File: src/rtl/regfile_wb_arbiter.sv
// regfile_wb_arbiter
//   Shares the single register-file write port between the pipeline writeback
//   path (priority) and queued MUL/DIV results. Queued results whose
//   destination is overwritten by a younger pipe write are killed and retired
//   silently. A starvation counter raises STALL_REQ so a live queue head is
//   guaranteed to retire.
// Ports
//   CLK, RESET          clock, asynchronous active-low reset
//   PIPE_WE/ADDR/DATA   pipeline writeback request
//   PIPE_ACCEPT         pipe write taken this cycle (comb)
//   STALL_REQ           pipeline must hold its WB instruction (registered)
//   MD_VALID/ADDR/DATA  MUL/DIV result, handshaken with MD_READY (comb)
//   RF_WRITE_*          registered register-file write port
//   PENDING_MASK        one bit per register targeted by a live queued entry (comb)
module regfile_wb_arbiter #(
    parameter int unsigned FIFO_DEPTH   = 2,
    parameter int unsigned STARVE_LIMIT = 4
) (
    input  logic        CLK,
    input  logic        RESET,
    input  logic        PIPE_WE,
    input  logic [4:0]  PIPE_ADDR,
    input  logic [31:0] PIPE_DATA,
    output logic        PIPE_ACCEPT,
    output logic        STALL_REQ,
    input  logic        MD_VALID,
    output logic        MD_READY,
    input  logic [4:0]  MD_ADDR,
    input  logic [31:0] MD_DATA,
    output logic        RF_WRITE_ENABLE,
    output logic [4:0]  RF_WRITE_ADDRESS,
    output logic [31:0] RF_WRITE_DATA,
    output logic [31:0] PENDING_MASK
);

    localparam int unsigned AW    = 5;
    localparam int unsigned DW    = 32;
    localparam int unsigned PTR_W = (FIFO_DEPTH > 1) ? $clog2(FIFO_DEPTH) : 1;
    localparam int unsigned CNT_W = $clog2(STARVE_LIMIT + 1);

    typedef struct packed {
        logic [AW-1:0] addr;
        logic [DW-1:0] data;
    } md_entry_t;

    md_entry_t             q_mem [FIFO_DEPTH];
    logic [FIFO_DEPTH-1:0] occ_q, occ_d;
    logic [FIFO_DEPTH-1:0] kill_q, kill_d;
    logic [PTR_W-1:0]      rd_ptr_q, rd_ptr_d;
    logic [PTR_W-1:0]      wr_ptr_q, wr_ptr_d;
    logic [CNT_W-1:0]      starve_q, starve_d;
    logic                  stall_q, stall_d;
    logic                  rf_we_q, rf_we_d;
    logic [AW-1:0]         rf_addr_q, rf_addr_d;
    logic [DW-1:0]         rf_data_q, rf_data_d;

    logic q_empty, q_full, head_live, pipe_grant, pop, push;

    // Handshake and grant decode
    assign q_empty     = ~|occ_q;
    assign q_full      = &occ_q;
    assign head_live   = occ_q[rd_ptr_q] & ~kill_q[rd_ptr_q];
    assign MD_READY    = RESET & ~q_full;
    assign PIPE_ACCEPT = RESET & PIPE_WE & ~stall_q;
    assign pipe_grant  = PIPE_ACCEPT;
    assign pop         = RESET & ~pipe_grant & ~q_empty;
    // x0 results are handshaken but never stored
    assign push        = MD_VALID & MD_READY & (MD_ADDR != '0);

    // Pending-destination mask over live queued entries
    always_comb begin
        PENDING_MASK = '0;
        for (int unsigned i = 0; i < FIFO_DEPTH; i++) begin
            if (occ_q[i] && !kill_q[i]) begin
                PENDING_MASK[q_mem[i].addr] = 1'b1;
            end
        end
    end

    // Next-state: grant, queue bookkeeping, starvation guard
    always_comb begin
        occ_d     = occ_q;
        kill_d    = kill_q;
        rd_ptr_d  = rd_ptr_q;
        wr_ptr_d  = wr_ptr_q;
        starve_d  = starve_q;
        stall_d   = stall_q;
        rf_we_d   = 1'b0;
        rf_addr_d = rf_addr_q;
        rf_data_d = rf_data_q;

        if (pipe_grant) begin
            if (PIPE_ADDR != '0) begin
                rf_we_d   = 1'b1;
                rf_addr_d = PIPE_ADDR;
                rf_data_d = PIPE_DATA;
                // Older queued results to the same register are now stale
                for (int unsigned i = 0; i < FIFO_DEPTH; i++) begin
                    if (occ_q[i] && (q_mem[i].addr == PIPE_ADDR)) begin
                        kill_d[i] = 1'b1;
                    end
                end
            end
        end else if (pop) begin
            if (head_live) begin
                rf_we_d   = 1'b1;
                rf_addr_d = q_mem[rd_ptr_q].addr;
                rf_data_d = q_mem[rd_ptr_q].data;
            end
            occ_d[rd_ptr_q] = 1'b0;
            rd_ptr_d        = rd_ptr_q + PTR_W'(1);
        end

        // Same-cycle enqueue is younger than the pipe write: never killed
        if (push) begin
            occ_d[wr_ptr_q]  = 1'b1;
            kill_d[wr_ptr_q] = 1'b0;
            wr_ptr_d         = wr_ptr_q + PTR_W'(1);
        end

        if (pop || q_empty) begin
            starve_d = '0;
        end else if (pipe_grant && head_live && (starve_q != CNT_W'(STARVE_LIMIT))) begin
            starve_d = starve_q + CNT_W'(1);
        end

        if (pop) begin
            stall_d = 1'b0;
        end else if (starve_d == CNT_W'(STARVE_LIMIT)) begin
            stall_d = 1'b1;
        end
    end

    // Control state
    always_ff @(posedge CLK or negedge RESET) begin
        if (!RESET) begin
            occ_q     <= '0;
            kill_q    <= '0;
            rd_ptr_q  <= '0;
            wr_ptr_q  <= '0;
            starve_q  <= '0;
            stall_q   <= 1'b0;
            rf_we_q   <= 1'b0;
            rf_addr_q <= '0;
            rf_data_q <= '0;
        end else begin
            occ_q     <= occ_d;
            kill_q    <= kill_d;
            rd_ptr_q  <= rd_ptr_d;
            wr_ptr_q  <= wr_ptr_d;
            starve_q  <= starve_d;
            stall_q   <= stall_d;
            rf_we_q   <= rf_we_d;
            rf_addr_q <= rf_addr_d;
            rf_data_q <= rf_data_d;
        end
    end

    // Queue payload storage; validity is tracked by occ_q
    always_ff @(posedge CLK) begin
        if (push) begin
            q_mem[wr_ptr_q] <= '{addr: MD_ADDR, data: MD_DATA};
        end
    end

    assign STALL_REQ        = stall_q;
    assign RF_WRITE_ENABLE  = rf_we_q;
    assign RF_WRITE_ADDRESS = rf_addr_q;
    assign RF_WRITE_DATA    = rf_data_q;

endmodule

File: config.mk
export PLATFORM = sky130hd
export DESIGN_NAME = regfile_wb_arbiter
export DESIGN_NICKNAME = d
export VERILOG_FILES = /design/src/rtl/regfile_wb_arbiter.sv
export SDC_FILE = /design/constraint.sdc
export NUM_CORES = 1
export LEC_CHECK = 0
export BUFFER_PORTS_ARGS = -buffer_cell sky130_fd_sc_hd__buf_4
export CORE_MARGIN = 1.5
export CORE_UTILIZATION = 33
export DETAILED_ROUTE_END_ITERATION = 12
export GPL_TIMING_DRIVEN = 0
export HOLD_SLACK_MARGIN = 0.05
export PLACE_DENSITY = 0.64
export SYNTH_ARGS = -nofsm -noshare
export SYNTH_HDL_FRONTEND = slang
export SYNTH_SLANG_ARGS = --single-unit
File: constraint.sdc
create_clock -name CLK -period 8.9 [get_ports CLK]
set_clock_uncertainty 0.15 [all_clocks]
set_input_delay 1.78 -clock CLK [delete_from_list [all_inputs] [get_ports CLK]]
set_output_delay 1.78 -clock CLK [all_outputs]
set_load 0.05 [all_outputs]
# Yosys cells after proc, flatten, opt, wreduce, memory -nomap -nowiden
# Memory sizes are Yosys's and may differ from the RTL's.
# Cells that the tools add are included.
# word_totals
n_memories	1
inputBits	78
register_bits	48
ramBits	74
out_inout_bits	73
elab_cells	107
# mem_list
name	words	word_bits	read_ports	rd_ports_with_merged_regs	wr	line_no	source
q_mem	2	37	3	0	1	46	md_entry_t q_mem [FIFO_DEPTH];
# classes
bitwise_logic	18
add_sub_neg	3
reduce_logical	23
magnitude_cmp	8
eq_ne	5
n_mux	40
# op_table
cell	count
$mux W32	6
$or A32 B32 Y32	1
$mux W5	4
$mux W1	18
$lt A5 B6 Y1 const B	2
$mux W2	6
$demux W1 S5	2
$eq A5 B5 Y1	2
$ge A5 B1 Y1 const B	2
$logic_and A1 B1 Y1	10
$reduce_bool A5 Y1	2
$and A1 B1 Y1	8
$mux W3	2
$reduce_bool A2 Y1	3
$and A2 B2 Y2	2
$lt A1 B2 Y1 const B	2
$not A1 Y1	4
$not A2 Y2	2
$reduce_and A2 Y1	2
$add A3 B1 Y3 const B	1
$eq A3 B3 Y1 const B	1
$logic_not A1 Y1	3
$ne A3 B3 Y1 const B	1
$reduce_and A3 Y1	1
other kinds (7)	10

# Depth between registers and ports, before layout
# depth
depth_word	11
ltp_mapped	7
mapped_depth_nobuf	6

# Least setup slack after synthesis
# Ideal clock, no wire load.
# synth_timing
kind	input -> register
startpoint	input RESET
endpoint	memory q_mem[1][0] (netlist bit), enable pin
t_required_ns	8.316
arrival_time_ns	5.089
path_slack_ns	3.227
path_stages	3
path_cell_list	a21boi_0 o211ai_1 nor2_1
# synth_between
elab_chain_cells	5
# synth_lines
element	line_no	source
start, declared	20	input logic RESET,
$and A1 B1 Y1	63	assign MD_READY = RESET & ~q_full;
$and A1 B1 Y1 (2 in a row)	68	assign push = MD_VALID & MD_READY & (MD_ADDR != '0);
$mux W1	161	if (push) begin
$mux W1 (not written as such)	162	q_mem[wr_ptr_q] <= '{addr: MD_ADDR, data: MD_DATA};
end, declared	46	
# No other way between the ends.

# Worst setup path after layout
# layout_timing
startpoint	input RESET
endpoint	output PIPE_ACCEPT
# layout_between
elab_chain_cells	2
# layout_lines
element	line_no	source
$and A1 B1 Y1 (2 in a row)	64	assign PIPE_ACCEPT = RESET & PIPE_WE & ~stall_q;
end, declared	24	output logic PIPE_ACCEPT,
# No other way between the ends.

==> results.md <==
- The reported leakage power is 3.289 nW.
- The fmax is 0.1723 GHz.
- The number of buffers and inverters on the critical path is 5.
- In this run the most used layer during global routing was met2.
- In this run the core area contains 47 standard-cell rows.
- STA puts the critical path data required time at 6.97 ns.
- The critical path launch point is RESET.
- The largest stage delay on the critical path is 0.56 ns.
- The cell family contributing the most delay on the critical path is buffers and inverters.
- The pre-antenna-repair detailed-routing pass consisted of 4 iterations.
- The die width is 133.0 um.
- Counting flops with a built-in enable in the synthesized netlist gives 74.
- The maximum number of buffers from clock root to sink is 2.
- Hold repair after CTS inserted 0 buffers.
- The total global routing track utilization is 15.80%.
- Cells fill 45.70% of the core in the end.
- The routed via count divided by cell count is 4.703.
- Clock-pin slew was measured on the worst setup and hold paths at 0.05 ns.
- The area of the placeable core is 16520 um^2.
- The worst hold path belongs to the class register to register.
- The number of library cell types mapped by synthesis is 38.
- Following the worst setup path forward leads to its endpoint at PIPE_ACCEPT.
- The worst-case headroom to the max-slew limit is 48.30%.
- In the post-synthesis netlist, the biggest area contributors are sky130_fd_sc_hd__edfxtp_1 (40%), sky130_fd_sc_hd__dfrtp_1 (22%), sky130_fd_sc_hd__mux2i_1 (14%).
- The peak supply drop is 0.0001939 V.
- Wires add up to 13.49 mm.
- The first global-routing pass estimated 21.48 mm of wire.
- The total grt overflow is 0.
- TritonCTS built the clock tree.
- The layout overhead on the synthesized area is 35.46%.
- The root buffer cell is sky130_fd_sc_hd__clkbuf_16.
- The area share of the leading cell type in the synthesized netlist is 39.86%.
- The simple logic cell fraction of the synthesized area is 8.461%.
- The later pin in the worst-skew pair is clocked with a latency of 0.41 ns.
- Of the cells placed in the final design, the portion with a size suffix greater than 1 is 29.26%.
- After detailed routing, the average wire length per cell comes to 15.58 um.
- The cell with the most instances on the worst path is sky130_fd_sc_hd__buf_4.
- Traced cell by cell, the critical path runs through buf_4 > and3b_1 > clkbuf_1 > buf_2 > buf_1 > buf_4.
- The critical path runs through a total of 6 cells.
- Adding up every negative setup slack in the final design gives 0 ns.
- The initial antenna violation count was 0.
- Once the clock tree was built, the resizer swapped 0 gates to a different size.
- Power spread over the standard cell area amounts to 321.7 nW/um^2.
- Across the run, the number of max-cap violations was 0.
- The global routing usage on met1 is 18.85%.
- The number of I/O port buffers is 150.
- The number of top-level pins is 151.
- Setup repair after global routing left no endpoint under its margin.
- The worst path meets setup with 3.097 ns of slack.
- The count of yosys warnings during synthesis is 0.
- By count the netlist is led by sky130_fd_sc_hd__mux2i_1 (77), sky130_fd_sc_hd__edfxtp_1 (74), sky130_fd_sc_hd__nor2_1 (55), sky130_fd_sc_hd__dfrtp_1 (48), sky130_fd_sc_hd__inv_1 (43).
- For this run, the register share of the synthesized area comes to 61.40%.
- The count of antenna-violating nets left after detailed routing is 0.
- At the placement stage, the worst setup path has a slack of 3.015 ns.
- The minimum setup slack among reg-to-reg paths is 6.53 ns.
- The dominant combinational cell family by area after synthesis is multiplexers.
- Summed over all instances, the cell type with the most area after synthesis is sky130_fd_sc_hd__edfxtp_1.
- The post-synthesis xor/xnor area fraction is 2.042%.
- After synthesis, the share of cell area in mux cells is 13.82%.
- The post-synthesis adder-cell area fraction is 0.4488%.
- Yosys instantiated no cell more often than sky130_fd_sc_hd__mux2i_1.
- The H-tree depth is 4.
- Entering global routing, the biggest net connects 56 pins.
- In this run, the number of DRC markers left after iteration 0 of detailed routing was 165.
- The origin of the critical flop-to-flop path is occ_q[1].
- The number of sinks driven by the clock tree is 122.
- The per-instance average area after synthesis is 12.04 um^2.
- The synthesized netlist devotes 8.685% of its cell area to compound gates.
- The most used flip-flop cell after synthesis is sky130_fd_sc_hd__edfxtp_1.
- In this run the critical register-to-register path is captured at q_mem[1][14].
- The global-route met2 utilization is 26.77%.
- For the finished layout, the period the worst path requires is 5.803 ns.
- Counting the fill cells in the layout gives 1535.
- The final-report max-slew violation count was 0.
- The number of buffers inserted to repair setup after CTS is 0.
- The synthesized instance count is 463.
- Setup violations remaining at the end of the flow were counted as 0.
- STA puts the critical path data arrival time at 3.87 ns.
- The number of hold-slack violations in the final timing report is 0.
- The area of the mapped netlist is 5575 um^2.
- STA classifies the critical path startpoint as an input port.
- The largest fanout of any net on the critical path is 55.
- The class of the most critical setup path is input port to output pin.
- The number of cells on the worst reg-to-reg path is 4.
- The post-DP HPWL is 9.947 mm.
- For the pin with the worst max-slew slack, the measured transition is 0.7754 ns.
- The number of clock buffers added by TritonCTS is 17.
- The via count of the first global-routing pass is 4244.
- The synthesized flop and latch total is 122.
- For this run, global-route usage on met3 was measured as 4.828%.
- 0 antenna diodes ended up in the layout.
- The layout net count is 714.
- The flow ran to the end, and the final reports show no timing, DRC or antenna violations.
- The largest individual stage delay along the critical path comes from the cell sky130_fd_sc_hd__buf_4.
- Counting flops with an async set or reset pin after synthesis yields a share of 39.34%.
- The total power after layout is 2.430 mW.
- The area enclosed by the die boundary is 17680 um^2.
- The initial utilization of the core area, before any placement, comes to 33.74%.
- The total vias in the final route is 4073.
- Of the available clock period, the critical path in the final layout requires 65.20%.
- STA classifies the critical path endpoint as an output pin.
- The vertical extent of the die is 133.0 um.
- The congestion estimate from routability-driven global placement came to 0.8127.
- The number of nets handed over by synthesis was 543.
- The total DRC errors in the routed layout is 0.
[registers in the layout (all words and copies together), names as in the netlist, 2 cells and up]
register / count
q_mem: 74
RF_WRITE_DATA: 32
RF_WRITE_ADDRESS: 5
starve_q: 3
kill_q: 2
occ_q: 2
[worst register-to-register path, stage by stage, from the launching register on]
cell,delay [ns]
sky130_fd_sc_hd__dfrtp_1,0.46
sky130_fd_sc_hd__a21boi_0,0.36
sky130_fd_sc_hd__o211ai_1,0.34
sky130_fd_sc_hd__nor2_4,0.49
sky130_fd_sc_hd__buf_12,0.26
[routing by layer]
layer / routed length [um] / share of wire, % / vias to the layer above
met3: 792 / 5.9 / 13
met2: 6721 / 50 / 130
met4: 157 / 1.2 / 0
li1: - / - / 1999
met5: 0 / 0 / -
met1: 5823 / 43 / 1931
[logic make-up (layout without fill, tap and decap cells)]
family	after synthesis	after routing
buffers and inverters	69	252
muxes	77	77
AOI/OAI and AO/OA	82	82
DFF	122	122
adders and majority gates	2	2
xor gates and xnor gates	13	13
and+or+nand+nor	98	98
[report_power, final]
group          switching [mW]  internal [mW]
registers              0.0760          0.750
logic                   0.663          0.333
clock network           0.230          0.377
total                   0.970           1.46
[worst min-delay path by stage]
stage          cells after the start                 from             endpoint  slack [ns]
6_report                           2    RF_WRITE_DATA[24]    RF_WRITE_DATA[24]        0.37
3_5_place_dp                       2  RF_WRITE_ADDRESS[2]  RF_WRITE_ADDRESS[2]        0.36
3_3_place_gp                       1             wr_ptr_q             wr_ptr_q        0.35
2_1_floorplan                      1             wr_ptr_q             wr_ptr_q        0.33
5_1_grt                            2  RF_WRITE_ADDRESS[1]  RF_WRITE_ADDRESS[1]        0.39
4_1_cts                            2    RF_WRITE_DATA[27]    RF_WRITE_DATA[27]        0.37
[cells in the final DEF, fill, tap and decap left out, types with 2 or more instances in the layout]
master and instances:
sky130_fd_sc_hd__a21oi_1 37, sky130_fd_sc_hd__a41oi_1 2, sky130_fd_sc_hd__and3b_1 2, sky130_fd_sc_hd__buf_1 3, sky130_fd_sc_hd__buf_12 2, sky130_fd_sc_hd__buf_2 4
sky130_fd_sc_hd__buf_4 150, sky130_fd_sc_hd__buf_6 3, sky130_fd_sc_hd__clkbuf_1 20, sky130_fd_sc_hd__clkbuf_16 17, sky130_fd_sc_hd__clkinv_1 2, sky130_fd_sc_hd__clkinv_2 4
sky130_fd_sc_hd__clkinvlp_4 3, sky130_fd_sc_hd__dfrtp_1 48, sky130_fd_sc_hd__edfxtp_1 74, sky130_fd_sc_hd__ha_1 2, sky130_fd_sc_hd__inv_1 43, sky130_fd_sc_hd__mux2i_1 77
sky130_fd_sc_hd__nand2_1 11, sky130_fd_sc_hd__nand2b_1 3, sky130_fd_sc_hd__nand3_1 4, sky130_fd_sc_hd__nand3b_1 7, sky130_fd_sc_hd__nor2_1 53, sky130_fd_sc_hd__nor2_4 2
sky130_fd_sc_hd__nor2b_1 2, sky130_fd_sc_hd__nor4_1 2, sky130_fd_sc_hd__o2111ai_1 2, sky130_fd_sc_hd__o211ai_1 2, sky130_fd_sc_hd__o21ai_0 2, sky130_fd_sc_hd__o22ai_1 32
sky130_fd_sc_hd__or3_1 4, sky130_fd_sc_hd__or4_1 2, sky130_fd_sc_hd__xnor2_1 4, sky130_fd_sc_hd__xor2_1 9
[stage by stage]
stage	area [um^2]	hold slack [ns]	instances
2_1_floorplan	5575	0.3330	463
3_3_place_gp	6977	0.3497	833
3_5_place_dp	7032	0.3602	835
4_1_cts	7552	0.3702	866
5_1_grt	7552	0.3925	866
6_report	7552	0.3706	866
[cell type report]
class,instances,area [um^2],share of cell area [%]
Sequential cell,122,3423,45.33
Multi-Input combinational cell,272,1881,24.90
Timing Repair Buffer,152,1166,15.44
Clock buffer,21,440.4,5.832
Tap cell,220,275.3,3.645
Inverter,43,161.4,2.137
Buffer,26,125.1,1.657
Clock inverter,10,80.08,1.060
(Power assumes the default switching activity.)
